**config.mk**
```make
export PLATFORM = sky130hd
export DESIGN_NAME = instr_loader
export DESIGN_NICKNAME = d
export VERILOG_FILES = /design/src/rtl/instr_loader.sv
export SDC_FILE = /design/constraint.sdc
export NUM_CORES = 1
export LEC_CHECK = 0
export BUFFER_PORTS_ARGS = -buffer_cell sky130_fd_sc_hd__buf_2
export CORE_ASPECT_RATIO = 1.25
export CORE_MARGIN = 5
export CORE_UTILIZATION = 55
export CTS_CLUSTER_DIAMETER = 150
export DETAILED_ROUTE_END_ITERATION = 7
export PLACE_DENSITY = 0.84
export SLEW_MARGIN = 20
export SYNTH_ARGS = -nofsm -noshare
export SYNTH_HDL_FRONTEND = slang
export SYNTH_SLANG_ARGS = --single-unit
```
**constraint.sdc**
```tcl
create_clock -name clk -period 2.2 [get_ports clk]
set_input_delay 0 -clock clk [delete_from_list [all_inputs] [get_ports clk]]
set_output_delay 0 -clock clk [all_outputs]
set_load 0.05 [all_outputs]
```
**src/rtl/instr_loader.sv**
```systemverilog
// -----------------------------------------------------------------------------
// instr_loader
//   Accepts decoded RV32 instruction fields one beat at a time, packs each beat
//   into a 32-bit instruction word and writes it into an instruction memory at
//   consecutive word addresses starting from BASE_ADDR.
//
//   Optional feature: define INSTR_LOADER_CHECK_EN to enable opcode / format
//   legality checks. An illegal beat raises err, is not written and ends the
//   session. Without the macro no legality checks are made and format codes
//   above 4 encode as Imm.
//
// Ports
//   clk, rst          : clock, synchronous active-high reset
//   start             : one-cycle pulse, opens a load session (IDLE/DONE only)
//   in_valid/in_ready : field-beat handshake
//   in_opcode..in_last: instruction fields of the current beat
//   mem_we/mem_addr/mem_wdata : instruction-memory write port
//   busy, done, err, count    : session status
//   dbg_state         : current FSM state (0 IDLE, 1 LOAD, 2 DONE)
//
// Handshake: a beat transfers on a rising edge where in_valid and in_ready are
// both high. in_valid may be raised at any time; in_ready depends only on the
// FSM state, never on in_valid.
// -----------------------------------------------------------------------------
module instr_loader #(
  parameter int          ADDR_WIDTH = 8,
  parameter int unsigned BASE_ADDR  = 0
) (
  input  logic                  clk,
  input  logic                  rst,
  input  logic                  start,
  input  logic                  in_valid,
  output logic                  in_ready,
  input  logic [6:0]            in_opcode,
  input  logic [2:0]            in_fmt,
  input  logic [4:0]            in_rd,
  input  logic [4:0]            in_rs1,
  input  logic [4:0]            in_rs2,
  input  logic [2:0]            in_funct3,
  input  logic [6:0]            in_funct7,
  input  logic [31:0]           in_imm,
  input  logic                  in_last,
  output logic                  mem_we,
  output logic [ADDR_WIDTH-1:0] mem_addr,
  output logic [31:0]           mem_wdata,
  output logic                  busy,
  output logic                  done,
  output logic                  err,
  output logic [ADDR_WIDTH:0]   count,
  output logic [1:0]            dbg_state
);

  localparam logic [6:0]            OP_R     = 7'b0110011;
  localparam logic [ADDR_WIDTH-1:0] L_BASE   = ADDR_WIDTH'(BASE_ADDR);
  // Accepted-beat count just before the final slot of the address space.
  localparam logic [ADDR_WIDTH:0]   L_LAST_SLOT = {1'b0, {ADDR_WIDTH{1'b1}}};

  typedef enum logic [1:0] {
    S_IDLE = 2'd0,
    S_LOAD = 2'd1,
    S_DONE = 2'd2
  } state_t;

  state_t                r_state;
  state_t                w_state_nxt;

  logic [ADDR_WIDTH:0]   r_acc;        // beats accepted for writing this session
  logic                  r_err;
  logic                  r_s1_valid;   // stage 1: encoded word captured
  logic [31:0]           r_s1_word;
  logic                  r_we;         // stage 2: write presented to memory
  logic [31:0]           r_wdata;
  logic [ADDR_WIDTH-1:0] r_addr;
  logic [ADDR_WIDTH-1:0] r_next;       // address for the next issued write
  logic [ADDR_WIDTH:0]   r_count;

  logic                  w_ready;
  logic                  w_accept;
  logic                  w_illegal;
  logic                  w_ovf;
  logic                  w_write_beat;
  logic                  w_start_ok;
  logic [31:0]           w_word;

  assign w_ready      = (r_state == S_LOAD);
  assign w_accept     = in_valid && w_ready;
  assign w_write_beat = w_accept && !w_illegal;
  // This beat fills the last free address without closing the session.
  assign w_ovf        = !in_last && (r_acc == L_LAST_SLOT);
  // start is honoured only outside LOAD.
  assign w_start_ok   = start && (r_state != S_LOAD);

  // ---------------------------------------------------------------------------
  // Field packing
  // ---------------------------------------------------------------------------
  always_comb begin
    w_word = {in_imm[11:0], in_rs1, in_funct3, in_rd, in_opcode};
    if (in_opcode == OP_R) begin
      w_word = {in_funct7, in_rs2, in_rs1, in_funct3, in_rd, in_opcode};
    end else begin
      case (in_fmt)
        3'd1: w_word = {in_imm[31:12], in_rd, in_opcode};
        3'd2: w_word = {in_imm[11:5], in_rs2, in_rs1, in_funct3,
                        in_imm[4:0], in_opcode};
        3'd3: w_word = {in_imm[12], in_imm[10:5], in_rs2, in_rs1, in_funct3,
                        in_imm[4:1], in_imm[11], in_opcode};
        3'd4: w_word = {in_imm[20], in_imm[10:1], in_imm[11], in_imm[19:12],
                        in_rd, in_opcode};
        default: w_word = {in_imm[11:0], in_rs1, in_funct3, in_rd, in_opcode};
      endcase
    end
  end

  // ---------------------------------------------------------------------------
  // Legality
  // ---------------------------------------------------------------------------
`ifdef INSTR_LOADER_CHECK_EN
  always_comb begin
    w_illegal = 1'b0;
    case (in_opcode)
      7'b0110011, 7'b0000011, 7'b0010011, 7'b0100011, 7'b1100011,
      7'b0010111, 7'b0110111, 7'b1100111, 7'b1101111:
        w_illegal = (in_opcode != OP_R) && (in_fmt > 3'd4);
      default:
        w_illegal = 1'b1;
    endcase
  end
`else
  assign w_illegal = 1'b0;
`endif

  // ---------------------------------------------------------------------------
  // FSM
  // ---------------------------------------------------------------------------
  always_ff @(posedge clk) begin
    if (rst) begin
      r_state <= S_IDLE;
    end else begin
      r_state <= w_state_nxt;
    end
  end

  always_comb begin
    w_state_nxt = r_state;
    case (r_state)
      S_IDLE: if (start) w_state_nxt = S_LOAD;
      S_LOAD: if (w_accept && (in_last || w_illegal || w_ovf)) w_state_nxt = S_DONE;
      S_DONE: if (start) w_state_nxt = S_LOAD;
      default: w_state_nxt = S_IDLE;
    endcase
  end

  // ---------------------------------------------------------------------------
  // Datapath: accept (edge N) -> stage 1 -> write issued at edge N+1.
  // A start arriving while an old write is still in flight lets that write
  // finish at its own address; only the address/count of the new session
  // restart from BASE_ADDR / 0.
  // ---------------------------------------------------------------------------
  always_ff @(posedge clk) begin
    if (rst) begin
      r_acc      <= '0;
      r_err      <= 1'b0;
      r_s1_valid <= 1'b0;
      r_s1_word  <= '0;
      r_we       <= 1'b0;
      r_wdata    <= '0;
      r_addr     <= L_BASE;
      r_next     <= L_BASE;
      r_count    <= '0;
    end else begin
      r_s1_valid <= w_write_beat;
      if (w_write_beat) r_s1_word <= w_word;
      r_we <= r_s1_valid;
      if (r_s1_valid) begin
        r_wdata <= r_s1_word;
        r_addr  <= r_next;
      end
      if (w_start_ok) begin
        r_acc   <= '0;
        r_err   <= 1'b0;
        r_next  <= L_BASE;
        r_count <= '0;
      end else begin
        if (w_write_beat) r_acc <= r_acc + (ADDR_WIDTH+1)'(1);
        if (w_accept && (w_illegal || w_ovf)) r_err <= 1'b1;
        if (r_s1_valid) begin
          r_next  <= r_next + ADDR_WIDTH'(1);
          r_count <= r_count + (ADDR_WIDTH+1)'(1);
        end
      end
    end
  end

  assign in_ready  = w_ready;
  assign mem_we    = r_we;
  assign mem_addr  = r_addr;
  assign mem_wdata = r_wdata;
  assign busy      = (r_state == S_LOAD) || r_s1_valid || r_we;
  assign done      = (r_state == S_DONE);
  assign err       = r_err;
  assign count     = r_count;
  assign dbg_state = r_state;

endmodule

```
==> metrics.yaml, run 1 <==
synthFlopType: "dfxtp_1"
dpl-instance-area_sq_um: 5050
synth-adder-area-share_pct: 1.14
worstHoldPathType: "in -> reg"
critPathMaxFanout: 8
routed_wl_um: 12300
grt_pass1_wl_um: 19800
grt_antenna_before_repair: 0
ys_warn_count: 0
critPathTopFamily: "buffers and inverters"
ir_worst_vdd_mv: 0.461
yosysTopAreaCellShare_pct: 47.1
clk_pin_slew_ps: 100
skew_ps: 7.83
dpl_worst_slack_ps: 487
whs_path_depth: 2
worstPathArrival_ps: 2330
drc: 0
overflow: 0
fin_nets: 711
synth-edff-count: 0
via_count: 4114
cts_tree: "built"
tns_ps: 0
power_per_cell_area_nw_per_um2: 610
synth_xor_area_share_pct: 4.60
grt_pass1_vias: 4213
grt_max_degree: 38
slew_viol_final: 0
clock-sinks: 103
first_pass_iters: 4
worst-path-buf-inv: 4
p_leak_nw: 2.38
numCtsBuffers: 9
ff2ff_path_depth: 3
hold_viol: 0
clock_latency_ps: 380
start_util_pct: 56.1
max_stage_delay_ps: 590
rsz0062_at_grt: "no"
ys_ff_latch: 103
root_buffer: "clkbuf_8"
drv_cap: 0
avgSynthCellArea_sq_um: 9.15
clock.fmax_mhz: 486
relSlewSlack_pct: 44.4
crit_type: "in -> reg"
num_rows: 36
cp_slowest_cell: "dlygate4sd3_1"
gp_congestion: 0.949
synthMuxAreaShare_pct: 13.6
reg2reg_from: "dbg_state[0]"
synthesis.area_sq_um: 4380
worstSetupEndpointType: "flip-flop"
synth_area_leaders: "dfxtp_1, mux2i_1, nor2_1, nand2_1, a21oi_1"
setup_viol: 0
io_pins: 128
finalCriticalPeriod_ps: 2060
io_buffers: 127
worst_pin_slew_ps: 834
yosysSeqAreaShare_pct: 47.1
area_delta_synth_final_pct: 30.1
synth-simple-area-share_pct: 19.0
syn_inst: 478
synth_nets: 554
die_h_um: 110
critical_path_depth: 8
instances_no_fill: 735
avgRoutedWirePerCell_um: 16.7
synth.cells.most_frequent: "dfxtp_1, nor2_1, mux2i_1"
crit_path_cell_trace: "dlygate4sd3_1 > buf_2 > and4bb_2 > a211oi_4 > buf_12 > mux2i_1 > dlygate4sd3_1 > a21oi_1"
post-synth-top-count-cell: "dfxtp_1"
synth_cell_types: 42
antennaDiodeCount: 0
synth_top_family_by_area: "simple AND/OR/NAND/NOR gates"
r2r_end: "r_s1_word[31]"
fillers: 540
drive_gt1_share_pct: 25.2
postLayoutCellArea_sq_um: 5690
die-area_sq_um: 9850
endpoint: "r_s1_word[17]"
place_hpwl_um: 7610
dp_cells: 674
viasPerCell: 5.60
die_x_um: 89.8
dr.first_iter.drc_count: 203
fin_ws_ps: 144
cpMostUsedCell: "dlygate4sd3_1"
core_area_sq_um: 7790
synth_top_area_cell: "dfxtp_1"
antenna_left: 0
cts_max_level: 3
outcome: "finished, final reports clean"
synthArstFlopShare_pct: 0
period_share_pct: 93.4
cp-startpoint: "in_opcode[4]"
crit_required_ps: 2470
clockBufferDepth: 2
grt_usage_pct: 25.0
worstSetupStartpointType: "input port"
r2r_slack_ps: 480
synth-compound-area-share_pct: 10.6
## cells in the final DEF (no fill, tap or decap), types with 2 or more instances in the layout
| cell | n |
|---|---|
| a211oi_1 | 8 |
| a21oi_1 | 26 |
| a22o_1 | 5 |
| a31oi_1 | 2 |
| and3_1 | 3 |
| buf_12 | 2 |
| buf_2 | 127 |
| buf_4 | 6 |
| clkbuf_8 | 9 |
| clkinv_4 | 2 |
| clkinvlp_4 | 2 |
| dfxtp_1 | 102 |
| dlygate4sd3_1 | 44 |
| ha_1 | 4 |
| inv_1 | 6 |
| mux2_2 | 3 |
| mux2i_1 | 56 |
| nand2_1 | 37 |
| nand2b_1 | 6 |
| nand3_1 | 5 |
| nand3b_1 | 6 |
| nand4_1 | 13 |
| nor2_1 | 83 |
| nor2b_1 | 10 |
| nor3_1 | 5 |
| o21ai_0 | 14 |
| o311ai_1 | 2 |
| o31ai_1 | 4 |
| o32ai_1 | 6 |
| xnor2_1 | 11 |
| xor2_1 | 12 |
## metrics by stage
| step | hold slack, ps | util, % | power (mW) |
|---|---|---|---|
| global route | 13.1 | 73.0 | 3.61 |
| CTS | 0.178 | 72.8 | 3.47 |
| finish | 9.80 | 73.0 | 3.47 |
| global placement | 256 | 64.8 | 2.31 |
| floorplan | 136 | - | 2.20 |
| detailed placement | 268 | 64.8 | 2.33 |
## worst reg2reg max path: stages (launching register included)
cell	delay, ps
dfxtp_1	410
and3b_2	450
nand2_1	360
o311ai_1	410
## flip-flops by register name (all words and copies together) (netlist names)
register / cells
r_s1_word: 32
mem_wdata: 32
count: 9
r_next: 8
mem_addr: 8
r_acc: 9
mem_we: 1
r_s1_valid: 1
err: 1
dbg_state: 2
## report_power, final
| group | total, mW | switching [mW] | internal [mW] | leakage (nW) |
|---|---|---|---|---|
| Sequential | 1.93 | 0.0290 | 1.90 | 0.833 |
| Combinational | 0.451 | 0.238 | 0.212 | 1.46 |
| Clock | 1.09 | 0.668 | 0.424 | 0.0877 |
## layer usage
layer,global-route usage (%),share of wire (%)
met4,13.8,4.6
met5,0,0
met3,7.26,7.2
met2,45.0,51
met1,26.1,37
## cell families (layout without fill, tap and decap cells)
logic type | count (synthesis) | after routing
simple gates | 179 | 179
compound gates | 71 | 71
xor+xnor | 23 | 23
flops | 103 | 103
buf+inv | 39 | 201
mux | 59 | 59
fa+ha+maj | 4 | 4
## timing repair
action                                  in CTS  in global routing
buffers inserted                             0                  1
hold buffers                                44                  0
endpoints found under the setup margin       0                  8
resized for setup                            0                  0
hold endpoints to repair                    34                  0
## worst min path at each step
stage	startpoint	endpoint	slack, ps
floorplan	in_opcode[0]	r_s1_word[0]	140
global placement	in_opcode[3]	r_s1_word[3]	260
detailed placement	in_opcode[2]	r_s1_word[2]	270
CTS	rst	mem_addr[3]	0.2
global route	rst	mem_addr[0]	10
finish	rst	mem_addr[1]	10
## cell type report
cell class / instances / area, sq um / area share [%]
multi-input combinational: 336 / 2140 / 37.7
sequential: 103 / 2060 / 36.2
timing repair buffer: 179 / 1160 / 20.4
clock buffer: 9 / 124 / 2.18
tap: 95 / 119 / 2.09
clock inverter: 7 / 57.6 / 1.01
inverter: 6 / 22.5 / 0.396
(Power assumes the default switching activity.)
==> inputs of run 2 (changes only) <==
REMOVE_ABC_BUFFERS = 1   (was unset)
==> run 2 against run 1 <==
Sequential share of layout area is 0.45 points lower. Global-route usage down 1.4 points. Wire length decreased by 4.3%. Flip-flop and latch count is the same.
==> metrics.yaml, run 2 (synthesized netlist as in run 1, its figures left out) <==
p_leak_nw: 2.44  # +2.3%
io_buffers: 127  # unchanged
finalCriticalPeriod_ps: 2010  # -46.8 ps
root_buffer: "clkbuf_8"
worst_pin_slew_ps: 817  # -17.2 ps
io_pins: 128  # unchanged
first_pass_iters: 4  # unchanged
cts_tree: "built"
num_rows: 36  # unchanged
final_common_cell: "buf_2"
worstHoldPathType: "in -> reg"
clk_pin_slew_ps: 90  # about the same
place_hpwl_um: 7640  # +0.42%
worstPathArrival_ps: 2250  # -80 ps
reg2reg_from: "dbg_state[0]"
drc: 0  # unchanged
max_stage_delay_ps: 570  # -20 ps
postCtsResizedCells: 0  # unchanged
start_util_pct: 56.1  # unchanged
crit_type: "in -> reg"
routed_wl_um: 11800  # -4.3%
dpl_worst_slack_ps: 572  # +84.9 ps
cp_slowest_cell: "dlygate4sd3_1"
min-delay-start: "in_valid"
fin_ws_ps: 191  # +46.8 ps
fin_nets: 717  # +0.84%
viasPerCell: 5.52  # -1.4%
power_per_cell_area_nw_per_um2: 641  # +5.0%
dpl-instance-area_sq_um: 5060  # +0.15%
setup_viol: 0  # unchanged
worst-path-buf-inv: 4  # unchanged
grt_pass1_vias: 4214  # +0.024%
critPathMaxFanout: 5  # -3
clock-sinks: 103  # unchanged
outcome: "finished, final reports clean"
avgRoutedWirePerCell_um: 15.9  # -5.0%
grt_usage_pct: 23.6  # -1.4 points
gp_congestion: 0.869  # -8.4%
relSlewSlack_pct: 45.5  # +1.1 points
instances_no_fill: 741  # +0.82%
critPathTopFamily: "buffers and inverters"
dp_cells: 677  # +0.45%
grt_max_degree: 32  # -16%
rsz0062_at_grt: "no"
numCtsBuffers: 9  # unchanged
clock_latency_ps: 360  # -20 ps
power_mw: 3.69  # +6.3%
period_share_pct: 91.3  # -2.1 points
die-area_sq_um: 9850  # unchanged
hold_viol: 0  # unchanged
antenna_left: 0  # unchanged
cts_max_level: 3  # unchanged
min_to: "dbg_state[0]"
worstSetupStartpointType: "input port"
antennaDiodeCount: 0  # unchanged
via_count: 4090  # -0.58%
overflow: 0  # unchanged
drive_gt1_share_pct: 25.4  # +0.23 points
slew_viol_final: 0  # unchanged
grt_pass1_wl_um: 19300  # -2.7%
die_x_um: 89.8  # unchanged
clock.fmax_mhz: 498  # +2.3%
area_delta_synth_final_pct: 31.7
whs_ps: 19.4  # +9.58 ps
clockBufferDepth: 2  # unchanged
ir_worst_vdd_mv: 0.436  # -5.5%
postLayoutCellArea_sq_um: 5760  # +1.3%
crit_path_cell_trace: "dlygate4sd3_1 > buf_2 > and4bb_2 > a211oi_4 > buf_4 > mux2i_1 > dlygate4sd3_1 > a21oi_1"
ff2ff_path_depth: 5  # +2
cpMostUsedCell: "dlygate4sd3_1"
r2r_end: "r_s1_word[18]"
whs_path_depth: 4  # +2
r2r_slack_ps: 260  # -220 ps
grt_antenna_before_repair: 0  # unchanged
worstSetupEndpointType: "flip-flop"
dr.first_iter.drc_count: 182  # -10%
skew_ps: 9.37  # +1.54 ps
tns_ps: 0  # unchanged
final_cell_mix: "buf_2, dfxtp_1, nor2_1, mux2i_1, dlygate4sd3_1"
cp-startpoint: "in_opcode[4]"
utilization_pct: 74.0  # +0.92 points
drv_cap: 0  # unchanged
crit_required_ps: 2440  # -30 ps
die_h_um: 110  # unchanged
core_area_sq_um: 7790  # unchanged
## run 2: how the worst max path moves through the flow
stage	depth (start not counted)	slack, ps	to
detailed placement	7	570	dbg_state[1]
global route	8	140	r_s1_word[18]
floorplan	4	-480	count[8]
CTS	7	10	r_s1_word[18]
finish	8	190	r_s1_word[17]
global placement	5	660	r_s1_word[12]
## run 2: layout make-up
cell class	instances	area, sq um
clock buffer	11	151
clock inverter	5	78.8
fill	558	2030
inverter	6	22.5
multi-input combinational	336	2140
sequential	103	2060
tap	95	119
timing repair buffer	185	1190
## run 2: layer usage
| metal | track usage (%) | share of wire, % | up-vias | routed length (um) |
|---|---|---|---|---|
| met1 | 27.4 | 39 | 1919 | 4650 |
| met2 | 42.0 | 50 | 181 | 5930 |
| met5 | 0 | 0 | - | 0 |
| li1 | - | - | 1961 | - |
| met3 | 5.82 | 8.0 | 29 | 946 |
| met4 | 8.75 | 2.1 | 0 | 248 |
## run 2: worst reg2reg max path: cells and delay by family, from the launching register on
family	cells	cell delay [ps]
DFF	1	410
AOI/OAI and AO/OA	2	260
and+or+nand+nor	1	330
buffers and inverters	2	870
## run 2: what timing repair did
action | in CTS | in global routing
buffers inserted | 0 | 2
hold buffers | 46 | 0
endpoints found under the setup margin | 0 | 7
endpoints found under the hold margin | 35 | 0
## run 2: where the power goes
group	internal, mW	switching [mW]
Clock	0.703	0.616
Sequential	1.90	0.0257
Combinational	0.212	0.234
Total	2.82	0.876
